$ cat config.mk
export PLATFORM = sky130hd
export DESIGN_NAME = down_counter_timer
export DESIGN_NICKNAME = d
export VERILOG_FILES = /design/src/rtl/down_counter_timer.sv
export SDC_FILE = /design/constraint.sdc
export NUM_CORES = 1
export LEC_CHECK = 0
export CAP_MARGIN = 20
export CORE_UTILIZATION = 46
export DETAILED_ROUTE_END_ITERATION = 16
export PLACE_DENSITY = 0.76
export SLEW_MARGIN = 0
export SYNTH_ARGS = -nofsm -noshare
export SYNTH_HDL_FRONTEND = slang
export SYNTH_SLANG_ARGS = --single-unit
$ cat constraint.sdc
create_clock -name clk -period 2.3 [get_ports clk]
set_input_delay 0.46 -clock clk [delete_from_list [all_inputs] [get_ports clk]]
set_output_delay 0.46 -clock clk [all_outputs]
set_load 0.02 [all_outputs]
$ cat src/rtl/down_counter_timer.sv
// down_counter_timer: loadable down-counter with one-cycle done pulse at terminal count and optional auto-reload
module down_counter_timer #(
  parameter int WIDTH = 4
) (
  input  logic             clk,
  input  logic             reset,
  input  logic             enable,
  input  logic             load,
  input  logic [WIDTH-1:0] load_value,
  input  logic             auto_reload,
  output logic [WIDTH-1:0] count,
  output logic             busy,
  output logic             done,
  output logic             expired
);
  typedef enum logic [1:0] {IDLE, RUN, EXPIRED} state_t;
  state_t           state;
  logic [WIDTH-1:0] reload_reg;
  // Load beats decrement; terminal count either reloads or parks at zero in EXPIRED
  always_ff @(posedge clk or posedge reset)
    if (reset) begin
      state      <= IDLE;
      count      <= '0;
      reload_reg <= '0;
      done       <= 1'b0;
    end else begin
      done <= 1'b0;
      if (load) begin
        reload_reg <= load_value;
        count      <= load_value;
        state      <= (load_value != '0) ? RUN : IDLE;
      end else if (state == RUN && enable) begin
        if (count == WIDTH'(1)) begin
          done  <= 1'b1;
          count <= auto_reload ? reload_reg : '0;
          state <= auto_reload ? RUN : EXPIRED;
        end else if (count != '0)
          count <= count - WIDTH'(1);
      end
    end
  assign busy    = state == RUN;
  assign expired = state == EXPIRED;
endmodule

# Yosys cells after proc, flatten, opt, wreduce, memory -nomap -nowiden
# Index checks and enable logic that the tools add are counted.
[classes]
add_sub_neg = 1
multipliers = 0
div = 0
magnitude_cmp = 0
eq_ne = 3
n_shift = 0
muxes = 13
bitwise = 0
n_reduce_logical = 8
[ops]
columns = ["op", "n"]
rows = [
  ["4-bit two-way mux", 5],
  ["2-bit two-way mux", 4],
  ["4-bit nonzero test", 2],
  ["4-bit by 1-bit == test with 1-bit output (second input constant)", 1],
  ["1-bit two-way mux", 4],
  ["2-bit AND reduction", 2],
  ["2-bit nonzero test", 2],
  ["4-bit by 1-bit subtractor with 4-bit output (second input constant)", 1],
  ["3-bit nonzero test", 1],
  ["2-bit by 1-bit == test with 1-bit output (second input constant)", 1],
  ["2-bit == test (second input constant)", 1],
  ["1-bit logical AND", 1],
]
[word_totals]
reg_bits = 11
latchBits = 0
mem_bits_rw = 0
mem_bits_ro = 0
out_inout_bits = 7
mem_count = 0

# Longest topological paths before layout
[depth]
word_depth = 5
depth_mapped = 6
mapped_depth_nobuf = 6

# Least setup slack after synthesis
# OpenSTA, ideal clock, no wires.
[synth_path]
path_kind = "flip-flop to flip-flop"
from = "register count[1]"
to = "register count[0]"
setup_time_ns = 0.125
arrival_ns = 1.788
t_required_ns = 2.175
setup_slack_ns = 0.388
path_stages_with_launch = 6
period_less_slack_ns = 1.912
cell_sequence = "dfrtp_1 -> inv_1 -> ha_1 -> or4b_4 -> o21ai_4 -> mux2_2"
[synth_via]
elab_chain_len = 4
word_cells_on_any_way = 7
cone_classes = "1 x eq/ne; 3 x mux; 3 x reduce/logical"
[synth_rtl]
columns = ["element", "line_no", "rtl"]
rows = [
  ["from (decl)", "11", "output logic [WIDTH-1:0] count,"],
  ["from (signal assigned)", "30", "count <= load_value;"],
  ["from (signal assigned)", "35", "count <= auto_reload ? reload_reg : '0;"],
  ["from (signal assigned)", "38", "count <= count - WIDTH'(1);"],
  ["4-bit by 1-bit == test with 1-bit output", "33", "if (count == WIDTH'(1)) begin"],
  ["4-bit two-way mux", "33", ""],
  ["4-bit two-way mux", "32", "end else if (state == RUN && enable) begin"],
  ["4-bit two-way mux", "28", "if (load) begin"],
]
# Several ways; a longest one is shown, not always the timed one. The select of a mux whose other input is x is not followed.
# A chain may end at the register's enable or synchronous reset.

# Worst setup path after layout
[layout_path]
from = "register state[1]"
to = "output port expired"
[layout_via]
elab_chain_len = 1
[layout_rtl]
columns = ["element", "line_no", "rtl"]
rows = [
  ["from (decl)", "17", "state_t state;"],
  ["from (signal assigned)", "31", "state <= (load_value != '0) ? RUN : IDLE;"],
  ["from (signal assigned)", "36", "state <= auto_reload ? RUN : EXPIRED;"],
  ["2-bit == test", "42", "assign expired = state == EXPIRED;"],
  ["to (decl)", "14", "output logic expired"],
]
# Every way passes these cells.

==> results.ini <==
[sta]
worst_clock_skew_ns = 0.0134
min_period_over_period = 0.836
fin_crit_ns = 1.92
setup_viol = 0
grt_setup_unrepaired = no
setup_slack_ns = 0.378
worst_pin_slew_ns = 0.423
worst_slew_margin_rel = 0.718
drv_slew = 0
hold_violations = 0
fmax_ghz = 0.520
setup_tns_ns = 0

[routing]
antenna_left = 0
wl_um = 1420
wire_per_inst_um = 14.3
drc = 0
routed-via-count = 541
first_pass_iters = 4
drt_iter0_markers = 16
routed_via_density = 5.46

[synthesis]
ys_types = 27
synth_edf_count = 0
synth_compound_gate_area_share = 0.174
ys_seq_area_frac = 0.430
synth-main-ff-cell = dfrtp_1
yosysWarningCount = 0
muxShareOfSynthArea = 0.0859
synthXorXnorAreaFrac = 0
synth_top_area_cell = dfrtp_1
syn_nets = 77
synthTopCellsByArea = dfrtp_1 43%, mux2_2 7.0%, ha_1 5.9%, inv_1 4.1%, o221ai_1 4.1%
synth-seq-cells = 11
synth_top_family_by_area = simple AND/OR/NAND/NOR gates
netlist_instances = 65
synth_top_area_frac = 0.430
synthSimpleGateAreaFrac = 0.199
syn_area_um2 = 641
avgSynthCellArea_um2 = 9.86
synth_async_sr_flop_share = 1.00
yosys.area_share.adder = 0.0586

[die]
rows = 13
pin_count = 16
die-area_um2 = 1550
die_w_um = 39.3
fp.dieH_um = 39.3
core_um2 = 1300
start_util = 0.492

[global_routing]
grt.overflow.total = 0
antenna_found_initial = 0
met2_usage = 0.417
busiest_layer = met2
use_met3 = 0.102
grtUsageTotal = 0.231
grt_pass1_vias = 487
grt_pass1_wl_um = 2210
grt_max_degree = 12
grt_use_met1 = 0.232

[critical_path]
r2r-end = count[1]
startpoint_type = flip-flop
r2r_setup_slack_ns = 0.41
reg2regPathDepth = 5
cp.required_ns = 1.84
timing.rr.start = count[1]
cp-end-kind = output pin
path_max_fanout = 5
cp_data_arrival_time_ns = 1.46
critPathKind = flip-flop to output pin

[power_and_ir_drop]
p_clk_frac = 0.156
p_int_w = 0.000524
sw_frac_of_total = 0.383
p_leak_nw = 0.383
powerDensity_nw_per_um2 = 1010
power_frac_seq = 0.355
p_switching_w = 0.000326
combPwrFrac = 0.489
peakVddDrop_mv = 0.606

[clock_network]
clk_path_buf_depth = 2
clock_latency_ns = 0.28
clock-sinks = 11
htree_levels = 1
cts_buffers = 3
cts_resized = 0
tritoncts = built
holdBufCountCts = 0
cts_root_buffer = clkbuf_4
postCtsSetupBuffers = 0
clk_pin_slew_ns = 0.07

[hold_path]
worstHoldPathType = input port to asynchronous set/reset pin

[cells_and_area]
drive_gt1_frac = 0.131
fin_area_um2 = 840
antenna_cells = 0
synthToLayoutAreaGrowth_pct = 31.1
layout_commonest_cell = clkdlybuf4s50_1
fin_nets = 97
final_cell_mix = 15 x clkdlybuf4s50_1, 11 x dfrtp_1, 7 x inv_1
final_cells = 99

[placed_design]
place_congestion = 0.754
dp_cells = 95
io_buffers = 15
place_hpwl_um = 1100
dp_slack_ns = 0.366
dpl_cell_area_um2 = 813

[run]
drv_cap = 0

[status]
status = finished clean

-- cell usage after synthesis (2+ instances only) --
master    instances
nand2b_1          3
nor3_1            2
inv_1             7
o221ai_1          3
dfrtp_1          11
ha_1              3
o21ai_1           2
nand2_1           6
o21ai_0           4
nor2_1            4
mux2_2            4
-- cell families after synthesis --
kind of cell    after synthesis
compound gates               15
fa+ha+maj                     3
buf+inv                       9
flops                        11
mux                           5
simple gates                 22
-- power by group through the flow --
stage                     registers (W)  clock network, W  logic, W
after detailed placement       0.000304                 0  0.000416
after global routing           0.000309          0.000142  0.000452
after floorplan                0.000333                 0  0.000230
after CTS                      0.000300          0.000135  0.000418
after global placement         0.000301                 0  0.000403
final                          0.000302          0.000133  0.000415
-- routing by layer --
layer  wire (um)  part of all wire  vias up
li1            -                 -      267
met1         612              0.43      257
met2         722              0.51       15
met3          69             0.049        2
met4          11            0.0078        0
met5           0                 0        -
-- worst max path at each step --
stage                     endpoint  cells past startpoint  slack, ns      from
after detailed placement  count[2]                      5       0.37      load
after CTS                  expired                      2       0.37  state[1]
after floorplan           count[0]                      5       0.39  count[1]
after global placement    count[3]                      5       0.39      load
after global routing      count[1]                      5       0.34  count[1]
final                      expired                      2       0.38  state[1]
-- area by class of cell --
type	instances	area [um^2]
Fill cell	121	462
Tap cell	15	18.8
Inverter	8	30.0
Clock buffer	4	26.3
Sequential cell	11	275
Timing Repair Buffer	16	158
Multi-Input combinational cell	45	332
-- worst max-delay path: stages, from the launching register on --
cell,delay (ns)
dfrtp_1,0.43
nor2b_1,0.15
clkdlybuf4s50_1,0.61
-- through the flow --
stage	utilization	hold slack, ns	total power (W)
4_1_cts	0.645	0.484	0.000853
6_report	0.645	0.470	0.000850
3_3_place_gp	0.625	0.465	0.000705
5_1_grt	0.645	0.527	0.000903
2_1_floorplan	-	0.312	0.000562
3_5_place_dp	0.625	0.474	0.000719
No activity file was read; power rests on OpenSTA's default activity.
